[config.mk]
export PLATFORM = sky130hd
export DESIGN_NAME = core_mtimer
export DESIGN_NICKNAME = d
export VERILOG_FILES = /design/src/rtl/core_common.sv /design/src/rtl/core_mtimer_prescale.sv /design/src/rtl/core_mtimer.sv
export SDC_FILE = /design/constraint.sdc
export NUM_CORES = 1
export LEC_CHECK = 0
export ABC_CLOCK_PERIOD_IN_PS = 5600
export CAP_MARGIN = 30
export CELL_PAD_IN_SITES_DETAIL_PLACEMENT = 0
export CELL_PAD_IN_SITES_GLOBAL_PLACEMENT = 2
export CORE_AREA = 2 2 189 191
export CTS_CLUSTER_DIAMETER = 50
export CTS_CLUSTER_SIZE = 14
export DETAILED_ROUTE_END_ITERATION = 8
export DIE_AREA = 0 0 191 193
export GPL_ROUTABILITY_DRIVEN = 0
export GPL_TIMING_DRIVEN = 0
export PLACE_DENSITY_LB_ADDON = 0.3
export REMOVE_ABC_BUFFERS = 1
export SLEW_MARGIN = 20
export SYNTH_ARGS = -nofsm -noshare
export SYNTH_HDL_FRONTEND = slang
export SYNTH_HIERARCHICAL = 1
export SYNTH_SLANG_ARGS = --single-unit
[constraint.sdc]
create_clock -name g_clk -period 5.6 [get_ports g_clk]
set_clock_uncertainty 0.15 [all_clocks]
set_input_delay 0.56 -clock g_clk [delete_from_list [all_inputs] [get_ports g_clk]]
set_output_delay 0.56 -clock g_clk [all_outputs]
set_load 0.02 [all_outputs]
[src/rtl/core_common.sv]
// Shared definitions for the core timer block.
// Holds the MMIO register offsets and the access-controller state encoding.
package core_common;

    localparam logic [4:0] MTIMER_ADDR_MTIME    = 5'h00;
    localparam logic [4:0] MTIMER_ADDR_MTIMECMP = 5'h08;
    localparam logic [4:0] MTIMER_ADDR_MSIP     = 5'h10;
    localparam logic [4:0] MTIMER_ADDR_RSVD     = 5'h18;

    typedef enum logic {
        MTIMER_IDLE = 1'b0,
        MTIMER_RESP = 1'b1
    } mtimer_state_t;

endpackage

[src/rtl/core_mtimer_prescale.sv]
// Prescaler for mtime: counts 0..PRESCALE-1 while enabled and emits a
// one-cycle tick on the last count, then wraps.
// Ports:
//   g_clk, g_reset : clock, async active-high reset
//   tick_en        : count enable; 0 holds the count
//   clear          : synchronous return of the count to 0 (wins over counting)
//   tick           : mtime increment strobe for this cycle
module core_mtimer_prescale #(
    parameter int PRESCALE = 1
) (
    input  logic g_clk,
    input  logic g_reset,
    input  logic tick_en,
    input  logic clear,
    output logic tick
);

    localparam int            CW   = (PRESCALE > 1) ? $clog2(PRESCALE) : 1;
    localparam logic [CW-1:0] LAST = CW'(PRESCALE - 1);

    logic [CW-1:0] cnt;

    assign tick = tick_en && (cnt == LAST);

    always_ff @(posedge g_clk or posedge g_reset) begin
        if (g_reset) begin
            cnt <= '0;
        end else if (clear) begin
            cnt <= '0;
        end else if (tick_en) begin
            cnt <= (cnt == LAST) ? '0 : cnt + CW'(1);
        end
    end

endmodule

[src/rtl/core_mtimer.sv]
// Machine timer: free-running mtime with prescaler, mtimecmp compare
// interrupt and a software interrupt bit, behind a one-deep MMIO port.
// Ports:
//   g_clk, g_reset        : clock, async active-high reset
//   mmio_req/wen/addr     : access request, direction, byte offset
//   mmio_wdata/strb       : write data and byte strobes
//   mmio_gnt              : request accepted (only when no response pending)
//   mmio_rsp/rdata/err    : response one cycle after grant
//   int_ti                : registered (mtime >= mtimecmp)
//   int_sw                : msip bit
//   tick_en               : 0 freezes mtime and the prescaler
//
// state       | meaning
// MTIMER_IDLE | ready, grant follows request
// MTIMER_RESP | response on the bus, no new grant
module core_mtimer
    import core_common::*;
#(
    parameter int PRESCALE = 1,
    parameter int XLEN     = 64
) (
    input  logic            g_clk,
    input  logic            g_reset,
    input  logic            mmio_req,
    input  logic            mmio_wen,
    input  logic [4:0]      mmio_addr,
    input  logic [XLEN-1:0] mmio_wdata,
    input  logic [7:0]      mmio_strb,
    output logic            mmio_gnt,
    output logic            mmio_rsp,
    output logic [XLEN-1:0] mmio_rdata,
    output logic            mmio_err,
    output logic            int_ti,
    output logic            int_sw,
    input  logic            tick_en
);

    mtimer_state_t   state, state_nxt;
    logic [XLEN-1:0] mtime, mtimecmp, rd_val;
    logic            msip;
    logic            tick, addr_err, wr_ok;
    logic            wr_mtime, wr_cmp, wr_msip;

    function automatic logic [XLEN-1:0] merge_bytes(
        input logic [XLEN-1:0] old_val,
        input logic [XLEN-1:0] new_val,
        input logic [7:0]      strb
    );
        logic [XLEN-1:0] res;
        res = old_val;
        for (int b = 0; b < XLEN / 8; b++) begin
            if (strb[b]) res[b*8 +: 8] = new_val[b*8 +: 8];
        end
        return res;
    endfunction

    assign addr_err = (mmio_addr[2:0] != 3'b000) || (mmio_addr == MTIMER_ADDR_RSVD);
    assign wr_ok    = mmio_gnt && mmio_wen && !addr_err;
    assign wr_mtime = wr_ok && (mmio_addr == MTIMER_ADDR_MTIME);
    assign wr_cmp   = wr_ok && (mmio_addr == MTIMER_ADDR_MTIMECMP);
    assign wr_msip  = wr_ok && (mmio_addr == MTIMER_ADDR_MSIP) && mmio_strb[0];
    assign int_sw   = msip;

    core_mtimer_prescale #(.PRESCALE(PRESCALE)) u_prescale (
        .g_clk   (g_clk),
        .g_reset (g_reset),
        .tick_en (tick_en),
        .clear   (wr_mtime),
        .tick    (tick)
    );

    // Grant is masked during reset so it reads 0 while reset is held.
    always_comb begin
        state_nxt = state;
        mmio_gnt  = 1'b0;
        case (state)
            MTIMER_IDLE: begin
                mmio_gnt = mmio_req && !g_reset;
                if (mmio_req) state_nxt = MTIMER_RESP;
            end
            MTIMER_RESP: state_nxt = MTIMER_IDLE;
            default:     state_nxt = MTIMER_IDLE;
        endcase
    end

    always_comb begin
        rd_val = '0;
        if (!mmio_wen && !addr_err) begin
            case (mmio_addr)
                MTIMER_ADDR_MTIME:    rd_val = mtime;
                MTIMER_ADDR_MTIMECMP: rd_val = mtimecmp;
                MTIMER_ADDR_MSIP:     rd_val = {{(XLEN-1){1'b0}}, msip};
                default:              rd_val = '0;
            endcase
        end
    end

    always_ff @(posedge g_clk or posedge g_reset) begin
        if (g_reset) begin
            state      <= MTIMER_IDLE;
            mtime      <= '0;
            mtimecmp   <= '1;
            msip       <= 1'b0;
            mmio_rsp   <= 1'b0;
            mmio_err   <= 1'b0;
            mmio_rdata <= '0;
            int_ti     <= 1'b0;
        end else begin
            state      <= state_nxt;
            mmio_rsp   <= mmio_gnt;
            mmio_err   <= mmio_gnt && addr_err;
            mmio_rdata <= mmio_gnt ? rd_val : '0;

            // A write merges into the pre-increment value; the tick is dropped.
            if (wr_mtime)  mtime <= merge_bytes(mtime, mmio_wdata, mmio_strb);
            else if (tick) mtime <= mtime + XLEN'(1);

            if (wr_cmp)  mtimecmp <= merge_bytes(mtimecmp, mmio_wdata, mmio_strb);
            if (wr_msip) msip     <= mmio_wdata[0];

            // Compares the registered values, so it trails them by one cycle.
            int_ti <= (mtime >= mtimecmp);
        end
    end

endmodule
* Yosys cells after proc, flatten, opt, wreduce, memory -nomap -nowiden *
Cells that the tools add are included.

word-level totals
  bits in registers = 198
  input port bits = 82
  output and inout bits = 69
  logic and storage cells = 92

operators by class
  $add $sub $neg = 2
  magnitude comparators = 1
  equal/unequal tests = 11
  mux-type cells = 19
  bitwise operators = 2
  reduce and logical (&&, ||, !) cells = 34

operators by type and width
  cell                                                             number
  64-bit 2-to-1 mux                                                4
  64-bit one-hot mux with 3 select lines                           1
  64-bit by 1-bit adder with 64-bit output, second input constant  1
  64-bit >= comparator                                             1
  8-bit 2-to-1 mux                                                 8
  2-bit AND reduction                                              16
  2-bit != test, second input constant                             8
  5-bit == test, second input constant                             2
  1-bit logical AND                                                10
  5-bit by 4-bit == test with 1-bit output, second input constant  1
  5-bit zero test                                                  1
  1-bit 2-to-1 mux                                                 5
  2-bit nonzero test                                               2
  1-bit zero test                                                  3
  3-bit nonzero test                                               1
  1-bit inverter                                                   2
  1-bit one-hot mux with 2 select lines                            1
  1-bit adder, second input constant                               1
  1-bit logical OR                                                 1

* Depth between registers and ports, before layout *
  depth in word-level cells = 8
  gate-level depth with buffers = 10
  gate-level depth less buffers = 8

* Hierarchy *
The synthesis kept the hierarchy.

by module, submodules not included
  module                instances  cells an instance  area an instance (sq um)
  core_mtimer           1          1111               10978.0
  core_mtimer_prescale  1          1                  7.5

* Least setup slack after synthesis *
Ideal clock, no wire load.

  kind = input-to-reg
  start point = input g_reset
  end point = register mmio_rdata[10]
  arrival time = 5794 ps
  required time = 5378 ps
  slack = -417 ps
  cell stages on the path = 6
  cell sequence = inv_1 and2_1 nand3b_1 clkbuf_1 clkbuf_1 nor2_1

on the way
  longest elaborated chain between the ends = 4

RTL lines
  what                              line                source
  start, declared                   core_mtimer.sv:23   input logic g_reset,
  1-bit zero test (no source line)  n/a
  1-bit logical AND                 core_mtimer.sv:78   mmio_gnt = mmio_req && !g_reset;
  1-bit 2-to-1 mux                  core_mtimer.sv:76   case (state)
  named net mmio_gnt                core_mtimer.sv:29   output logic mmio_gnt,
  64-bit 2-to-1 mux                 core_mtimer.sv:112  mmio_rdata <= mmio_gnt ? rd_val : '0;
  end signal, assigned              core_mtimer.sv:112
  end, declared                     core_mtimer.sv:31   output logic [XLEN-1:0] mmio_rdata,

The timed path passes the listed nets, and every way through them passes these cells.
A chain may end at the register's enable or synchronous reset.

* Worst setup path after layout *
  start point = input g_reset
  end point = register mtime[32]

on the way
  longest elaborated chain between the ends = 8

RTL lines
  what                                                                  line                source
  1-bit zero test (no source line) (*)                                  n/a
  1-bit logical AND (*)                                                 core_mtimer.sv:78
  1-bit 2-to-1 mux (*)                                                  core_mtimer.sv:76
  1-bit logical AND (*) (2 in series)                                   core_mtimer.sv:58   assign wr_ok = mmio_gnt && mmio_wen && !addr_err;
  1-bit logical AND (*)                                                 core_mtimer.sv:59   assign wr_mtime = wr_ok && (mmio_addr == MTIMER_ADDR_MTIME);
  2-bit != test (no source line) or 2-bit nonzero test (tied branches)  n/a
  2-bit AND reduction (no source line)                                  n/a
  end signal, assigned                                                  core_mtimer.sv:115  if (wr_mtime) mtime <= merge_bytes(mtime, mmio_wdata, mmio_strb);
  end signal, assigned                                                  core_mtimer.sv:116  else if (tick) mtime <= mtime + XLEN'(1);
  end, declared                                                         core_mtimer.sv:39   logic [XLEN-1:0] mtime, mtimecmp, rd_val;

Mark *: on every way between the ends. The rest lies on a longest branch, timed or not.

==> flow_metrics.tcl <==
set metrics [dict create \
    outcome "complete, no violations" \
    min_path_type "reg -> reg" \
    clockBufferDepth 2 \
    diodes 0 \
    syn_area_um2 11000 \
    hold-worst-slack_ns 0.336 \
    grt_pass1_vias 9372 \
    required_ns 5.79 \
    fin_crit_ns 4.39 \
    drive_gt1_frac 0.177 \
    p_total_uw 3420 \
    drt_iter0_drc 471 \
    postRouteAntennaNets 0 \
    clkTransAtPathRegs_ns 0.08 \
    arrival_ns 4.58 \
    met2_usage 0.335 \
    cts.sinks 197 \
    synth_seq_cells 197 \
    grt_overflow 0 \
    wl_mm 34.8 \
    row_count 69 \
    portBuffers 150 \
    post_cts_resized 0 \
    fmax_ghz 0.228 \
    maxSlewViolCount 0 \
    async_reset_ff_frac 1.00 \
    synth_top_area_frac 0.303 \
    synth_cell_types 73 \
    utilization 0.393 \
    core_area_um2 35000 \
    die_h_um 193 \
    slew_headroom 0.366 \
    die-width_um 191 \
    worst_pin_slew_ns 0.951 \
    final_hold_viol_count 0 \
    synth_cells 1112 \
    via_per_inst 5.28 \
    reg2reg_slack_ns 1.50 \
    synth_ff_type "dfrtp_1" \
    setup_viol 0 \
    grt_max_degree 78 \
    end_kind "flip-flop" \
    holdBufCountCts 0 \
    drv_cap 0 \
    fin_crit_sh 0.784 \
    pre_cts_slack_ns 0.717 \
    synth_common_cells "nor2_1, dfrtp_1, inv_1, a22oi_1" \
    yosysTopAreaCell "dfrtp_1" \
    cts-root-buf "clkbuf_16" \
    track_usage 0.195 \
    layout.nets 1396 \
    dp_hpwl_mm 25.4 \
    antenna_found_initial 2 \
    worst_slack_ns 1.21 \
    synthTopCellsByArea "dfrtp_1, dfstp_2, ha_1" \
    grt-busiest-layer "met2" \
    ys_warn_count 6 \
    synth_edf_count 0 \
    wl_per_cell_um 20.2 \
    die_area_um2 36900 \
    design_area_um2 13700 \
    cts_buffers 17 \
    insertion_delay_ns 0.46 \
    nFillCells 3511 \
    placed_area_um2 13100 \
    postCtsSetupRepairBufs 0 \
    cts_tree "yes" \
    irDropWorstVdd_uv 222 \
    power.leakage_uw 0.00547 \
    rsz0062_at_grt "false" \
    grt_pass1_wl_mm 54.6 \
    yosysMostFrequentCell "nor2_1" \
    htree_levels 4 \
    syn_area_per_cell_um2 9.88 \
    vias 9106 \
    synthToLayoutAreaGrowth_pct 25.1 \
    seq_area_frac_synth 0.456 \
    start_kind "input port" \
    start_util 0.314 \
    gr-usage-met3 0.0367 \
    io_pins 151 \
    drcViolationCount 0 \
    first_pass_iters 5 \
    grt_use_met1 0.251 \
    critPathMaxFanout 46 \
    p_per_area_nw_per_um2 249 \
    path_class "in -> reg" \
]
==> sequential cells by signal, indices dropped and copies added, names as in the netlist <==
signal / flops
int_sw: 1
int_ti: 1
mmio_err: 1
mmio_rdata: 64
mmio_rsp: 1
mtime: 64
mtimecmp: 64
state: 1
==> cell type report <==
| cell class | count | area (um2) | area share |
|---|---|---|---|
| clock buffer | 18 | 429 | 0.0312 |
| tap | 461 | 577 | 0.0420 |
| timing repair buffer | 168 | 1730 | 0.126 |
| multi-input combinational | 786 | 5520 | 0.401 |
| clock inverter | 14 | 175 | 0.0127 |
| sequential | 197 | 5010 | 0.365 |
| inverter | 79 | 304 | 0.0221 |
==> worst max-delay path: stages <==
cell	delay, ns
clkdlybuf4s50_1	0.53
nor4bb_2	0.85
nand3_4	0.73
inv_2	0.95
nand2_1	0.44
nand2_1	0.16
a21oi_1	0.05
a211o_1	0.28
==> path summary, 6_finish.rpt <==
kind	to	cells past startpoint	from
max	mtime[32]	8	g_reset
min	state	1	state
max reg2reg	mtime[32]	7	state
min reg2reg	state	1	state
max in group asynchronous	mtimecmp[62]	4	g_reset
min in group asynchronous	mmio_rdata[33]	2	g_reset
==> per-stage QoR <==
step	instances	TNS [ns]
floorplan	1062	-134.38
global placement	1673	-920.23
detailed placement	1691	0
CTS	1723	0
global route	1723	0
finish	1723	0
==> cell usage in the layout, fill, tap and decap left out, types with 6 or more instances in the layout <==
| master | n |
|---|---|
| o21a_1 | 7 |
| dfrtp_1 | 133 |
| o21ai_0 | 27 |
| nor3_2 | 6 |
| a21o_1 | 12 |
| clkdlybuf4s50_1 | 150 |
| dfstp_2 | 64 |
| ha_1 | 65 |
| and4_1 | 6 |
| a22oi_1 | 66 |
| a311oi_1 | 7 |
| nor2_1 | 138 |
| nand4_1 | 31 |
| nand3_1 | 44 |
| inv_1 | 76 |
| a211oi_1 | 17 |
| buf_4 | 6 |
| a21oi_1 | 54 |
| clkbuf_16 | 17 |
| a211o_1 | 7 |
| or3_1 | 7 |
| nand2_1 | 64 |
| and2_1 | 10 |
| and3_1 | 12 |
| mux2i_1 | 7 |
| buf_6 | 7 |
| mux2_2 | 65 |
| nor4_1 | 8 |
| o211ai_1 | 7 |
| nor3_1 | 28 |
==> layer usage <==
metal / up-vias / share of wire
met2: 181 / 0.50
met1: 4535 / 0.45
li1: 4354 / -
met5: - / 0.00075
met3: 32 / 0.037
met4: 4 / 0.014
==> power by group <==
group,internal (uW),switching [uW],leakage (uW),total (uW)
clock network,711,604,0.000293,1310
registers,1510,113,0.00244,1620
logic,228,260,0.00274,489
==> cell families (layout without fill, tap and decap cells) <==
kind of cell | count (synthesis) | count (layout) | synth area share
compound gates | 248 | 248 | 0.158
xor+xnor | 5 | 5 | 0.00399
fa+ha+maj | 65 | 65 | 0.0740
buf+inv | 129 | 279 | 0.0457
flops | 197 | 197 | 0.456
mux | 72 | 72 | 0.0730
simple gates | 396 | 396 | 0.189
Power figures use the tool's default switching activity.
